### config.mk
export PLATFORM = sky130hd
export DESIGN_NAME = mem_responder
export DESIGN_NICKNAME = d
export VERILOG_FILES = /design/src/rtl/mem_responder.sv
export SDC_FILE = /design/constraint.sdc
export NUM_CORES = 1
export LEC_CHECK = 0
export CORE_ASPECT_RATIO = 0.5
export CORE_MARGIN = 2
export CORE_UTILIZATION = 35
export CTS_CLUSTER_SIZE = 8
export DETAILED_ROUTE_END_ITERATION = 16
export PLACE_DENSITY = 0.84
export SLEW_MARGIN = 20
export SYNTH_ARGS = -nofsm -noshare
export SYNTH_HDL_FRONTEND = slang
export SYNTH_SLANG_ARGS = --single-unit
### constraint.sdc
create_clock -name clk -period 5.4 [get_ports clk]
set_input_delay 1.08 -clock clk [delete_from_list [all_inputs] [get_ports clk]]
set_output_delay 1.08 -clock clk [all_outputs]
set_load 0.02 [all_outputs]
### src/rtl/mem_responder.sv
// mem_responder: single-outstanding memory responder for one initiator with
// three request sources (instruction fetch, data read, data write).
// Requests are arbitrated in IDLE (write > read > fetch), latched, and served
// either by the SRAM (fixed WAIT+1 strobe cycles) or by the I/O port (held
// until io_ack, or until an IO_TMO-cycle timeout that returns 16'hFFFF and
// pulses bus_err). Each access ends in a one-cycle DONE state that pulses the
// done strobe of the requesting source.
//
// Ports:
//   clk, reset               clock; synchronous active-low reset
//   pc, ifetch               fetch word address and level request
//   addr, rstrobe, wmask     data word address, read lanes, write byte enables
//   wdata, io_access         write data; steers a data request to the I/O port
//   idone/rdone/wdone        one-cycle completion pulses
//   idata, rdata             fetched word / lane-formatted read data (held)
//   bus_err                  one-cycle pulse with the done of a timed-out I/O
//   sram_*                   SRAM strobes, address, data; sram_q read data
//   io_*                     I/O strobes, address, byte enables, data, ack
module mem_responder #(
    parameter int RV     = 16,
    parameter int VA     = 16,
    parameter int WAIT   = 1,
    parameter int IO_TMO = 15
) (
    input  logic          clk,
    input  logic          reset,
    input  logic [VA-2:0] pc,
    input  logic          ifetch,
    input  logic [VA-2:0] addr,
    input  logic [1:0]    rstrobe,
    input  logic [1:0]    wmask,
    input  logic [RV-1:0] wdata,
    input  logic          io_access,
    output logic          idone,
    output logic          rdone,
    output logic          wdone,
    output logic [RV-1:0] idata,
    output logic [RV-1:0] rdata,
    output logic          bus_err,
    output logic          sram_ce,
    output logic          sram_we,
    output logic [1:0]    sram_be,
    output logic [VA-2:0] sram_a,
    output logic [RV-1:0] sram_d,
    input  logic [RV-1:0] sram_q,
    output logic          io_rd,
    output logic          io_wr,
    output logic [VA-2:0] io_a,
    output logic [1:0]    io_be,
    output logic [RV-1:0] io_d,
    input  logic [RV-1:0] io_q,
    input  logic          io_ack
);

    localparam int HALF = RV / 2;

    typedef enum logic [1:0] {IDLE, MEM, IO, DONE} state_t;
    typedef enum logic [1:0] {SRC_F, SRC_R, SRC_W} src_t;

    state_t        state, next;
    src_t          src, gnt_src;
    logic          grant;
    logic [VA-2:0] lat_addr;
    logic [1:0]    lat_be;
    logic [RV-1:0] lat_wdata;
    logic [3:0]    cnt;
    logic          err;
    logic [RV-1:0] word;

    // Next state, grant and state-decoded outputs. Strobes and done pulses
    // depend only on the registered state, so a reset edge silences them
    // immediately.
    always_comb begin
        next    = state;
        grant   = 1'b0;
        gnt_src = SRC_F;
        sram_ce = 1'b0;
        sram_we = 1'b0;
        io_rd   = 1'b0;
        io_wr   = 1'b0;
        idone   = 1'b0;
        rdone   = 1'b0;
        wdone   = 1'b0;
        bus_err = 1'b0;
        case (state)
            IDLE: begin
                if (|wmask) begin
                    grant   = 1'b1;
                    gnt_src = SRC_W;
                end else if (|rstrobe) begin
                    grant   = 1'b1;
                    gnt_src = SRC_R;
                end else if (ifetch) begin
                    grant   = 1'b1;
                    gnt_src = SRC_F;
                end
                // fetches never go to I/O
                if (grant)
                    next = (gnt_src != SRC_F && io_access) ? IO : MEM;
            end
            MEM: begin
                sram_ce = 1'b1;
                sram_we = (src == SRC_W);
                if (cnt == 4'(WAIT))
                    next = DONE;
            end
            IO: begin
                io_rd = (src != SRC_W);
                io_wr = (src == SRC_W);
                if (io_ack || cnt == 4'(IO_TMO - 1))
                    next = DONE;
            end
            DONE: begin
                idone   = (src == SRC_F);
                rdone   = (src == SRC_R);
                wdone   = (src == SRC_W);
                bus_err = err;
                next    = IDLE;
            end
            default: next = IDLE;
        endcase
    end

    assign sram_be = (src == SRC_W) ? lat_be : 2'b11;
    assign sram_a  = lat_addr;
    assign sram_d  = lat_wdata;
    assign io_a    = lat_addr;
    assign io_be   = lat_be;
    assign io_d    = lat_wdata;

    // Word returned by the access that is completing this cycle.
    always_comb begin
        word = sram_q;
        if (state == IO)
            word = io_ack ? io_q : {RV{1'b1}};
    end

    always_ff @(posedge clk) begin
        if (!reset) begin
            state     <= IDLE;
            src       <= SRC_F;
            lat_addr  <= '0;
            lat_be    <= '0;
            lat_wdata <= '0;
            cnt       <= '0;
            err       <= 1'b0;
            rdata     <= '0;
            idata     <= '0;
        end else begin
            state <= next;
            if (grant) begin
                src       <= gnt_src;
                lat_addr  <= (gnt_src == SRC_F) ? pc : addr;
                lat_be    <= (gnt_src == SRC_W) ? wmask :
                             (gnt_src == SRC_R) ? rstrobe : 2'b11;
                lat_wdata <= wdata;
                cnt       <= '0;
                err       <= 1'b0;
            end else if (state == MEM || state == IO) begin
                cnt <= cnt + 4'd1;
            end
            // Capture on the edge into DONE so the data is valid during the pulse
            // and held afterwards.
            if ((state == MEM || state == IO) && next == DONE) begin
                err <= (state == IO) && !io_ack;
                if (src == SRC_F)
                    idata <= word;
                if (src == SRC_R) begin
                    case (lat_be)
                        2'b01:   rdata <= {{HALF{1'b0}}, word[HALF-1:0]};
                        2'b10:   rdata <= {{HALF{1'b0}}, word[RV-1:HALF]};
                        default: rdata <= word;
                    endcase
                end
            end
        end
    end

endmodule

-- Word level (Yosys, flattened, before mapping)
Cells that the tools add are included.
- register bits: 74
- bits in latches: 0
- memory bits (writable): 0
- memory bits (read-only): 0
- bits of input ports: 87
- output and inout port bits: 106
- word-level logic and storage cells: 71
- memories: 0
- add/subtract/negate cells: 1
- multiply operators: 0
- divide/modulo/power cells: 0
- order comparisons: 0
- eq/ne operators: 13
- shift-type cells: 0
- mux-type cells: 31
- bitwise gates (word level): 1
- reduce and logical (&&, ||, !) cells: 16
- operators by type and width (operator ; number):
    2-to-1 mux 16 bit ; 2
    one-hot mux 16 bit (2 select lines) ; 1
    2-to-1 mux 2 bit ; 10
    2-to-1 mux 1 bit ; 16
    2-to-1 mux 15 bit ; 1
    == test 2 bit (second input constant) ; 6
    == test 2 x 1 -> 1 bit (second input constant) ; 4
    one-hot mux 2 bit (4 select lines) ; 1
    logical NOT 2 bit ; 3
    OR reduction 2 bit ; 3
    adder 4 x 1 -> 4 bit (second input constant) ; 1
    == test 4 x 1 -> 1 bit (second input constant) ; 1
    == test 4 bit (second input constant) ; 1
    AND reduction 2 bit ; 2
    nonzero test 2 bit ; 2
    logical AND 1 bit ; 3
    logical OR 1 bit ; 2
    inequality test 2 bit (second input constant) ; 1
    logical NOT 1 bit ; 1
    inverter 1 bit ; 1

-- Logic depth before layout (Yosys ltp)
Gate-level depths: netlist (run 1).
- depth after elaboration: 12
- mapped depth: 9
- mapped depth without buffers: 7

-- Worst setup path after synthesis (run 1)
No wires, ideal clock.
- kind: input -> register
- start: input port rstrobe[1]
- end: register idata[10]
- setup time: 0.072 ns
- data arrival time: 3.026 ns
- data required time: 5.328 ns
- path slack: 2.302 ns
- cell stages on the path: 7
- path buffers: 2
- path through: or4_4 -> buf_6 -> o211ai_2 -> o311ai_2 -> nor4_4 -> buf_6 -> mux2i_1
- cells in the longest elaborated chain, start to end: 12
- elaborated cells on any way between the ends: 15
- classes of those cells: eq/ne (1); mux (9); reduce/logical (5)
- ends and longest elaborated chain (element ; RTL line ; text):
    start, declared ; 30 ; input logic [1:0] rstrobe,
    OR reduction 2 bit (*) ; 90 ; end else if (|rstrobe) begin
    2-to-1 mux 1 bit ; 90 ;
    2-to-1 mux 2 bit ; 87 ; if (|wmask) begin
    2-to-1 mux 2 bit ; 85 ; case (state)
    nonzero test 2 bit ; 99 ; next = (gnt_src != SRC_F && io_access) ? IO : MEM;
    logical AND 1 bit ; 99 ;
    2-to-1 mux 2 bit ; 99 ;
    2-to-1 mux 2 bit (*) ; 98 ; if (grant)
    one-hot mux 2 bit (4 select lines) (*) ; 85 ;
    == test 2 bit (*) ; 164 ; if ((state == MEM || state == IO) && next == DONE) begin
    logical AND 1 bit (*) ; 164 ;
    AND reduction 2 bit (no line) (*) ; -- ;
    end signal, assigned ; 167 ; idata <= word;
    end, declared ; 37 ; output logic [RV-1:0] idata,
Every way passes the cells marked *; elsewhere a longest branch is shown, timed or not. The select of a mux whose other input is x is not followed.
A chain may end at the register's enable or synchronous reset.

-- Worst setup path after layout (run 1)
- start: input port rstrobe[0]
- end: register rdata[14]
- cells in the longest elaborated chain, start to end: 12
- elaborated cells on any way between the ends: 15
- classes of those cells: eq/ne (1); mux (9); reduce/logical (5)
- ends and longest elaborated chain (element ; RTL line ; text):
    OR reduction 2 bit (*) ; 90 ;
    2-to-1 mux 1 bit ; 90 ;
    2-to-1 mux 2 bit ; 87 ;
    2-to-1 mux 2 bit ; 85 ;
    nonzero test 2 bit ; 99 ;
    logical AND 1 bit ; 99 ;
    2-to-1 mux 2 bit ; 99 ;
    2-to-1 mux 2 bit (*) ; 98 ;
    one-hot mux 2 bit (4 select lines) (*) ; 85 ;
    == test 2 bit (*) ; 164 ;
    logical AND 1 bit (*) ; 164 ;
    AND reduction 2 bit (no line) (*) ; -- ;
    end signal, assigned ; 170 ; 2'b01: rdata <= {{HALF{1'b0}}, word[HALF-1:0]};
    end signal, assigned ; 171 ; 2'b10: rdata <= {{HALF{1'b0}}, word[RV-1:HALF]};
    end signal, assigned ; 172 ; default: rdata <= word;
    end, declared ; 38 ; output logic [RV-1:0] rdata,
Marks and branches as above.

==> metrics list, run 1 <==
- Outcome: finished, final reports clean
- Fraction of final layout cells with drive strength greater than 1: 0.0463
- sky130_fd_sc_hd__dfxtp_1 takes more of the synthesized area than any other cell.
* CTS tree: built
- Worst hold margin: 0.461 ns
* Post-Layout Cell Count: 745
* Half-perimeter wire length after detailed placement: 8270 µm
- Async S/R FF share, synth: 0
- Starting utilization of the core area: 0.364
- Post-route cell area: 5840 µm²
- Setup violations remaining at the end of the flow were counted as 0.
- Number of distinct library cells after synthesis: 40
* Final-report max-slew violation count: 0
- Gate count after technology mapping: 454
- During synthesis, Yosys emitted a total of 0 warnings.
- Port buffering added 192 buffers.
* Tightest Hold Check Type: flop to flop
- The commonest cells after synthesis are sky130_fd_sc_hd__nand2_1 (110), sky130_fd_sc_hd__dfxtp_1 (74), sky130_fd_sc_hd__mux2i_1 (33), sky130_fd_sc_hd__buf_4 (31).
- Core Footprint: 10300 µm²
- Final GP Congestion: 0.785
* Post-synth EDFFs: 0
* Vertical die dimension: about 77 µm
* #FFs+latches synth: 74
- Clock network power share: 0.296
- Post-synthesis instance area: 3760 µm²
- Average wire length per cell after detail routing: ~15 µm
* Initial DRC Count: ~180
- STA classifies the critical path startpoint as a primary input.
* FMAX: 294 MHz
- Yosys instantiated no cell more often than sky130_fd_sc_hd__nand2_1.
- STA puts the critical path data arrival time at 3.60 ns.
- Critical path's largest stage delay: roughly 0.7 ns
* Power Internal: 1.41 mW
- For this run, the total global-route usage over all layers was measured as 0.189.
- Sequential power share: 0.312
- Net load switching power: roughly 0.74 mW
- Worst setup timing slack at the placement stage: about 1.7 ns
* Critical-path cell with the highest stage delay: sky130_fd_sc_hd__or4_4
* Die span in x: 151 µm
- Placement Cell Area: 5530 µm²
* Worst slew slack as a fraction of its limit: 0.474
- VDD sags by at most between 0.00015 and 0.0002 V.
- The detailed router placed 3710 vias in this run.
- Clock buffer count from CTS: 9
- After detailed routing, the number of vias per cell comes to 4.98.
- Die area: roughly 12000 µm²
- Top-Level Pins: 193
- Share of the core filled with cells: 0.565
- Compared with the post-synthesis result, the final layout area differs by 55.4%.
- Layout net count: between 600 and 700
- For this run the aggregate overflow at the end of global routing stands at 0.
- Global-route wire length before repair: 17500 µm
- The number of global-route vias before repair came to about 3.6k.
- Setup repair after global routing missed its margin: no
- In the routed design, unresolved DRC markers number 0.
- Number of detailed-route iterations in the first pass: 5
* Pin count of the biggest net entering global routing: 62
* Kind of critical path: primary input to flop
* Num rows: 26
* Setup fix buffers added after clock tree synthesis: 0
- Nature of the critical path endpoint: flop
* Clock slew at reported path FFs: 0.06 ns
* Share of the synthesized area in the top cell type: 0.394
- Setup slack on the critical path of the routed design comes to 2.00 ns.
- CTS Buffer Depth: 2
- The share of total power dissipated in combinational logic is 0.392.
* Transition at the pin with the smallest max-transition slack: 0.789 ns
- Clock skew on the completed layout was measured at 0.00807 ns.
- Avg Synthesized Cell Area: 8.28 µm²
- Highest fanout seen on the critical path: 20
- Main synth FF type: sky130_fd_sc_hd__dfxtp_1
- Period utilization: 0.630
- Sorting the synthesized cells by area gives the leading types as sky130_fd_sc_hd__dfxtp_1 (39%), sky130_fd_sc_hd__nand2_1 (11%), sky130_fd_sc_hd__mux2i_1 (8.8%).
* Leakage dissipation: 2.11 nW
* Sequential area share after synthesis: 0.394
- Total power for the finished layout comes to 2.15 mW.
* Power Dens Cells: between 300 and 400 nW/µm²
* Cts hold-fix bufs: 0
* Placed cells: 730
- The initial antenna violation count was 0.
- Drt total wl: around 11000 µm
* Worst path cell trace: clkdlybuf4s50_1 -> or4_4 -> or3_1 -> a31oi_1 -> nor4_4 -> buf_4 -> mux2i_1
- After clock tree synthesis, the repair step resized 0 gates.
* Final number of hold-violating endpoints: 0
* Root Buffer Master: sky130_fd_sc_hd__clkbuf_16
* Number of clock sinks seen by CTS: 74
- The detail route stage leaves a number of antenna-violating nets equal to 0.
- Setup TNS Final: 0 ns
- Total of max-cap violations: 0
- The later pin in the worst-skew pair is clocked with a latency of approximately 0.33 ns.
* Sw frac: 0.345
- Critical path data required time: 5.60 ns
- Number of nets in the synthesized netlist: about 550
* Depth of the CTS H-tree: 3
* Period minus WS final: about 3.4 ns
- Total inserted antenna cells: 0
==> critical path: cells and delay by family <==
family | cells | cell delay (ns)
simple gates | 3 | 1.12
buf+inv | 2 | 0.73
compound gates | 1 | 0.52
mux | 1 | 0.16
==> final timing paths <==
path	startpoint	to	slack, ns	depth (start not counted)
worst max-delay path	rstrobe[0]	rdata[14]	2.00	7
worst min-delay path	idata[15]	idata[15]	0.46	2
worst max register to register	state[0]	io_a[1]	2.74	6
worst min register to register	idata[15]	idata[15]	0.46	2
==> cell type report <==
cell class	count	area, µm²
Fill cell	895	4500
Timing Repair Buffer	198	1960
Multi-Input combinational cell	309	1870
Sequential cell	74	1480
Clock buffer	10	239
Tap cell	140	175
Clock inverter	5	78.8
Inverter	9	33.8
==> kinds of logic (layout without fill, tap and decap cells) <==
kind of cell    count (synthesis)  count (layout)  share of synthesized area
buf+inv                        71             222                      0.108
compound gates                 79              79                      0.148
fa+ha+maj                      10              10                     0.0333
flops                          74              74                      0.394
xor+xnor                        3               3                    0.00699
simple gates                  184             184                      0.222
mux                            33              33                     0.0878
==> registers in the layout (all words and copies together) (netlist names) <==
name / count
cnt: 4
io_d: 16
src: 2
io_a: 15
err: 1
rdata: 16
idata: 16
io_be: 2
state: 2
==> power by group through the flow <==
stage	logic (mW)	registers (mW)	clock network, mW
after floorplan	0.470	0.741	0
after global placement	0.824	0.677	0
after detailed placement	0.839	0.680	0
after CTS	0.842	0.670	0.651
after global routing	0.904	0.678	0.675
final	0.842	0.669	0.636
==> routing by layer <==
layer	routed length [µm]	track usage	share of wire	up-vias
met4	230	0.0570	0.021	0
met5	0	0	0	-
li1	-	-	-	1833
met2	5350	0.320	0.48	130
met1	4670	0.231	0.42	1727
met3	933	0.0571	0.083	20
==> cell usage in the layout, fill, tap and decap left out, types with 3 or more instances in the layout <==
cell and count:
sky130_fd_sc_hd__and2_1 5, sky130_fd_sc_hd__buf_4 6, sky130_fd_sc_hd__clkdlybuf4s50_1 191, sky130_fd_sc_hd__ha_1 10, sky130_fd_sc_hd__inv_1 8, sky130_fd_sc_hd__nand2_1 110, sky130_fd_sc_hd__o22a_1 8, sky130_fd_sc_hd__o22ai_1 24
sky130_fd_sc_hd__nor3b_1 4, sky130_fd_sc_hd__nand2b_1 10, sky130_fd_sc_hd__nand3_1 17, sky130_fd_sc_hd__mux2i_1 33, sky130_fd_sc_hd__a211oi_1 3, sky130_fd_sc_hd__nor2b_1 3, sky130_fd_sc_hd__nor2_1 25, sky130_fd_sc_hd__a311oi_1 15
sky130_fd_sc_hd__a21oi_1 18, sky130_fd_sc_hd__nor3_1 3, sky130_fd_sc_hd__clkbuf_16 9, sky130_fd_sc_hd__dfxtp_1 74
(Power assumes the default switching activity.)
==> inputs of run 2 (changes only) <==
--- a/config.mk
+++ b/config.mk
@@ -10,7 +10,7 @@
 export CORE_UTILIZATION = 35
 export CTS_CLUSTER_SIZE = 8
 export DETAILED_ROUTE_END_ITERATION = 16
-export PLACE_DENSITY = 0.84
+export PLACE_DENSITY = 0.87
 export SLEW_MARGIN = 20
 export SYNTH_ARGS = -nofsm -noshare
 export SYNTH_HDL_FRONTEND = slang
==> constraint.sdc (replaced) <==
create_clock -name clk -period 2.8 [get_ports clk]
set_input_delay 0.56 -clock clk [delete_from_list [all_inputs] [get_ports clk]]
set_output_delay 0.56 -clock clk [all_outputs]
set_load 0.02 [all_outputs]
==> run 2 against run 1 <==
- routed wire length up 2.8%
- worst hold slack worse by 0.0053 ns
- register-to-register slack worse by 2.5 ns
- count of clock-buffer cells in the layout down 1
- final area up 2.5%
- die area unchanged
- power up 100%
- critical endpoint is now idata[12]
- highest routed layer unchanged
==> metrics list, run 2 (synthesized netlist as in run 1, its figures left out) <==
- Outcome: finished, final reports clean
- The worst register-to-register path has a setup slack of 0.25 ns.
- Hold repair after CTS inserted 0 buffers.
- Worst hold path stage count: 2
- Most common library cell in the layout ignoring fill and taps: sky130_fd_sc_hd__clkdlybuf4s50_1
- Top-Level Pins: roughly 190
- Leading cell types in the layout, fill and taps excluded: sky130_fd_sc_hd__clkdlybuf4s50_1 (191), sky130_fd_sc_hd__nand2_1 (110), sky130_fd_sc_hd__dfxtp_1 (74)
* # DRC: 0
- Measured along the y axis, the die boundary spans 77.3 µm.
- The total overflow left after global routing is 0.
- Final-report setup violation count: 0
- Cts repair resizes: 0
- Depth of the CTS H-tree: 3
- End point of the most critical hold path: rdata[13]
- The longest clock path from root to sink contains 2 buffers.
* Highest fanout seen on the critical path: 16
* Startpoint type of the worst setup path: flop
- The floorplan step defined a die boundary enclosing 11600 µm².
* Port Buffer Count: 192
- Total inserted antenna cells: 0
* Core Footprint: 10300 µm²
- Dividing total power by cell area gives a power density of 717 nW/µm².
- Maximum VDD drop: 0.000334 V
- The first global-routing pass estimated 18300 µm of wire.
* Die span in x: approximately 150 µm
* Final GP Congestion: 0.835
- Counting tap cells, the placed design contains a total of 741 instances.
- Clock slew at reported path FFs: 0.06 ns
- TritonCTS built the clock tree.
- Drt total wl: 11500 µm
- Starting utilization of the core area: 0.364
- The worst setup path is captured at a flop.
* Synthesis-to-finish area growth: 59.2%
* Final number of hold-violating endpoints: 0
- Final antenna-violating net count: 0
* Layout net count: just over 700
* Half-perimeter wire length after detailed placement: 8620 µm
- Headroom to the max-slew limit came out at 0.554.
* Average wire length per cell after detail routing: 15.2 µm
- Start point of the worst hold path: rdata[13]
* Clk_skew: 0.00572 ns
- For the pin with the worst max-slew slack, the measured transition is approximately 0.67 ns.
* Clock buffer count from CTS: 9
- At the later pin of the worst-skew pair, clock insertion delay measures 0.34 ns.
- For this run, the share of the core covered by cells in the final layout is 0.579.
- Number of detailed-route iterations in the first pass: 4
- Period utilization: 0.912
- Initial DRC Count: 151
- At the worst endpoint, the required time is 3.06 ns.
- Worst-case setup margin in the final layout: 0.245 ns
* Fraction of final layout cells with drive strength greater than 1: 0.0648
- Post-Layout Cell Count: 757
- R2R depth: 8
* Num rows: 26
* Vias after detailed routing: 3868
- GRT Total Usage: 0.197
- The clock drives 74 sinks.
- Pin count of the biggest net entering global routing: 44
- Final-report max-slew violation count: 0
* Capture point of the worst reg-to-reg path: idata[12]
- Total of max-cap violations: 0
* Period minus WS final: 2.55 ns
- The startpoint identified for the worst register-to-register timing path is state[1].
- Tightest Hold Check Type: flop to flop
- After detailed routing, the number of vias per cell comes to 5.11.
* Kind of critical path: flop to flop
- At the worst endpoint, the arrival time is 2.82 ns.
- The number of global-route vias before repair is around 3.7k.
* Setup fix buffers added after clock tree synthesis: 0
* Number of antenna violations at the first check in global routing: 0
* Worst setup timing slack at the placement stage: -0.0390 ns
- Summed over all cells, the static leakage comes to between 2 and 2.5 nW.
* Root Buffer Master: sky130_fd_sc_hd__clkbuf_16
* Setup repair after global routing missed its margin: no
* FMAX: 391 MHz
[run 2: worst max-delay path by stage]
stage | slack, ns | cells after the start | start | end
3_5_place_dp | -0.04 | 7 | rstrobe[1] | rdata[4]
5_1_grt | 0.08 | 8 | state[1] | idata[2]
4_1_cts | 0.27 | 8 | state[1] | idata[12]
2_1_floorplan | 0.21 | 8 | state[1] | rdata[5]
3_3_place_gp | 0.09 | 7 | rstrobe[1] | rdata[10]
6_report | 0.25 | 8 | state[1] | idata[12]
[run 2: critical path: stages (launching register included)]
cell                       delay [ns]
sky130_fd_sc_hd__dfxtp_1         0.34
sky130_fd_sc_hd__inv_1           0.13
sky130_fd_sc_hd__ha_1            0.32
sky130_fd_sc_hd__or4bb_1         0.44
sky130_fd_sc_hd__a32oi_1         0.21
sky130_fd_sc_hd__o311ai_2        0.25
sky130_fd_sc_hd__nor4_4          0.38
sky130_fd_sc_hd__buf_12          0.21
sky130_fd_sc_hd__mux2i_1         0.20
[run 2: metal layers]
metal | global-route usage | up-vias | part of all wire
met5 | 0 | - | 0
met4 | 0.0673 | 0 | 0.022
met3 | 0.0548 | 25 | 0.065
met2 | 0.348 | 141 | 0.51
met1 | 0.229 | 1851 | 0.41
li1 | - | 1851 | -
[run 2: final cells by class]
type	instances	area (µm²)
fill	923	4360
timing repair buffer	209	2080
multi-input combinational	309	1870
sequential	74	1480
clock buffer	9	225
tap	140	175
clock inverter	7	118
inverter	9	33.8
[run 2: metrics by stage]
stage / hold slack [ns] / instance area (µm²) / total power [mW] / TNS, ns
final: 0.456 / 5990 / 4.30 / 0
after global routing: 0.479 / 5990 / 4.50 / 0
after CTS: 0.457 / 5990 / 4.33 / 0
after detailed placement: 0.451 / 5650 / 2.99 / -0.348
after global placement: 0.441 / 5650 / 2.95 / 0
after floorplan: 0.442 / 3760 / 2.33 / 0
[run 2: power by group]
group / switching, mW / leakage (nW) / internal [mW]
sequential: 0.107 / 0.605 / 1.18
combinational: 0.907 / 1.41 / 0.777
clock: 0.451 / 0.169 / 0.870
total: 1.47 / 2.19 / 2.83
==> inputs of run 3 (changes only) <==
--- a/config.mk
+++ b/config.mk
@@ -5,12 +5,13 @@
 export SDC_FILE = /design/constraint.sdc
 export NUM_CORES = 1
 export LEC_CHECK = 0
-export CORE_ASPECT_RATIO = 0.5
+export CORE_ASPECT_RATIO = 1.4
 export CORE_MARGIN = 2
 export CORE_UTILIZATION = 35
 export CTS_CLUSTER_SIZE = 8
 export DETAILED_ROUTE_END_ITERATION = 16
 export PLACE_DENSITY = 0.87
+export SKIP_LAST_GASP = 1
 export SLEW_MARGIN = 20
 export SYNTH_ARGS = -nofsm -noshare
 export SYNTH_HDL_FRONTEND = slang
==> run 3 against run 2 <==
- final area grew 0.13%
- die area shrank 0.33%
- routed wire length grew 4.9%
- setup slack lost 0.031 ns
- register-to-register slack lost 0.03 ns
- core utilization shrank 0.26 points
- maximum frequency shrank 1.2%
- largest power group unchanged
- clock skew grew 0.00096 ns
- non-clock buffer count is the same
- largest cell class unchanged
- global-route usage grew 1.0 points
- via count shrank 1.9%
==> metrics list, run 3 (synthesized netlist as in run 1, its figures left out) <==
* Highest fanout seen on the critical path: 16
* Global-route wire length before repair: 19100 µm
- Cts hold-fix bufs: 0
- Logic depth of the worst path, buffers included: 8
- For this block, the initial DRC count from the detailed router was between 150 and 200.
* # DRC: 0
- Summed over all cells, the static leakage comes to 2.19 nW.
- The die is roughly 130 µm tall.
* Launching point of the worst reg2reg path: state[1]
- The net count of the finished layout is 709.
- Counting both buffers and inverters, the worst setup path holds a total of 2.
- Leading cell types in the layout, fill and taps excluded: sky130_fd_sc_hd__clkdlybuf4s50_1 (191), sky130_fd_sc_hd__nand2_1 (110), sky130_fd_sc_hd__dfxtp_1 (74)
* Maximum VDD drop: around 0.00039 V
* Synthesis-to-finish area growth: 59.4%
- Setup repair after global routing left no endpoint under its margin.
* Power Internal: 2.87 mW
- STA classifies the critical path endpoint as a flop.
- Summing internal, switching and leakage power gives 4.31 mW.
* Most common library cell in the layout ignoring fill and taps: sky130_fd_sc_hd__clkdlybuf4s50_1
* Via count of the first global-routing pass: 3878
- The number of clock buffers added by TritonCTS is 9.
* Average wire length per cell after detail routing: 16.0 µm
* Clock network power share: 0.309
- Worst hold margin: 0.460 ns
- The floorplan step set the die width to 91.6 µm.
- The worst register-to-register path has a depth of 8.
- The flow ran to the end, and the final reports show no timing, DRC or antenna violations.
* Die area: 11600 µm²
- Critical-path cell with the highest stage delay: sky130_fd_sc_hd__or4bb_1
- Clk_lat worst skew: 0.33 ns
* CTS Buffer Depth: 2
* Sequential standard cell area: 1480 µm²
- The clock drives 74 sinks.
* Sw frac: 0.334
- Tracing the worst setup path back leads to its startpoint at state[1].
* Number of vias per cell: 5.03
- Port Buffer Count: 192
- Kind of critical path: flop to flop
- After floorplanning, the core was divided into 44 placement rows.
* Pin count of the biggest net entering global routing: 47
- For this configuration, the core starts out at a cell density of 0.361.
* Clock slew at reported path FFs: around 0.060 ns
- Once the clock tree was built, the setup fixing pass inserted 0 buffers.
- Worst-case setup margin in the final layout: 0.214 ns
- 193 I/O pins were placed.
- Clock tree synthesis selected as its root buffer the cell sky130_fd_sc_hd__clkbuf_16.
- Core Footprint: 10400 µm²
- Half-perimeter wire length after detailed placement: 9320 µm
* Total overflow reported by the global router: 0
- Setup violations remaining at the end of the flow were counted as 0.
* Critical path's largest stage delay: 0.45 ns
* Clk_skew: about 0.0067 ns
* GRT Total Usage: 0.207
- Worst slew slack as a fraction of its limit: 0.533
- In this run the power spent charging and discharging nets is 1.44 mW.
- Number of antenna violations at the first check in global routing: 0
- Transition at the pin with the smallest max-transition slack: 0.699 ns
- Cts repair resizes: 0
* Capture point of the worst reg-to-reg path: idata[12]
- The routed layout has 3794 vias.
- Wires add up to 12100 µm.
- The hold violation total from the final report is 0.
* Final GP Congestion: 0.850
* Multi-input logic area: 1870 µm²
- TritonCTS built the clock tree.
- Setup TNS Final: 0 ns
- Counting the fill cells in the layout gives between 800 and 900.
* Final antenna-violating net count: 0
* Worst setup timing slack at the placement stage: -0.0442 ns
- Final-report max-slew violation count: 0
- Depth of the CTS H-tree: 3
- Tightest Hold Check Type: flop to flop
* Period utilization: 0.924
- Derived from the worst setup path, the maximum achievable clock frequency is just under 400 MHz.
- Total of max-cap violations: 0
- Worst setup path end: idata[12]
* Total inserted antenna cells: 0
* Critical path data required time: 3.04 ns
* Reg-to-reg setup timing slack: 0.21 ns
* Combinational cell fraction of total power: 0.391
- In this run the power density over the cells is 719 nW/µm².
* Arrival time at the worst endpoint: around 2.8 ns
- The first detailed-routing pass ran for 4 iterations.
- Fraction of final layout cells with drive strength greater than 1: 0.0648
* Worst path cell trace: inv_1 -> ha_1 -> or4bb_1 -> a32oi_1 -> o311ai_2 -> nor4_4 -> buf_12 -> mux2i_1
- Grouping stages by cell kind, the critical path spends the most delay in simple AND/OR/NAND/NOR gates.
- After layout, the minimum clock period comes to 2.59 ns.
* Sequential power share: 0.300
* Startpoint type of the worst setup path: flop
==> run 3: changes by cell type in the layout (fill, tap and decap cells not counted), sizes merged <==
cell | previous run | this run
clkinv | 4 | 2
clkbuf | 9 | 11
==> run 3: power by group through the flow <==
stage,registers [mW],clock network [mW],logic (mW)
2_1_floorplan,1.43,0,0.906
3_3_place_gp,1.31,0,1.65
3_5_place_dp,1.31,0,1.68
4_1_cts,1.30,1.37,1.69
5_1_grt,1.32,1.42,1.81
6_report,1.30,1.33,1.69
==> run 3: metrics by stage <==
stage          cells  utilization  area [µm²]
6_report         755        0.576        6000
5_1_grt          755        0.576        6000
4_1_cts          755        0.576        6000
3_5_place_dp     739        0.542        5640
3_3_place_gp     739        0.542        5640
2_1_floorplan    454            -        3760
==> run 3: layout make-up <==
cell class,count,share of cell area
Timing Repair Buffer,209,0.347
Multi-Input combinational cell,309,0.313
Tap cell,138,0.0288
Inverter,9,0.00563
Sequential cell,74,0.247
Clock inverter,5,0.0167
Clock buffer,11,0.0421
==> run 3: worst register-to-register path: stages (launching register included) <==
cell and delay (ns):
sky130_fd_sc_hd__dfxtp_1 0.35, sky130_fd_sc_hd__inv_1 0.13, sky130_fd_sc_hd__ha_1 0.32, sky130_fd_sc_hd__or4bb_1 0.45
sky130_fd_sc_hd__a32oi_1 0.22, sky130_fd_sc_hd__o311ai_2 0.25, sky130_fd_sc_hd__nor4_4 0.37, sky130_fd_sc_hd__buf_12 0.22
sky130_fd_sc_hd__mux2i_1 0.21
==> run 3: worst min path at each step <==
| stage | startpoint | to | slack, ns | cells past startpoint |
|---|---|---|---|---|
| 2_1_floorplan | err | err | 0.44 | 2 |
| 3_3_place_gp | rdata[9] | rdata[9] | 0.44 | 2 |
| 3_5_place_dp | rdata[7] | rdata[7] | 0.45 | 2 |
| 4_1_cts | rdata[7] | rdata[7] | 0.46 | 2 |
| 5_1_grt | idata[11] | idata[11] | 0.48 | 2 |
| 6_report | rdata[7] | rdata[7] | 0.46 | 2 |
==> run 3: per-layer routing <==
layer	part of all wire	global-route usage
met1	0.39	0.225
met2	0.53	0.383
met3	0.078	0.0540
met4	0.0085	0.0722
met5	0	0
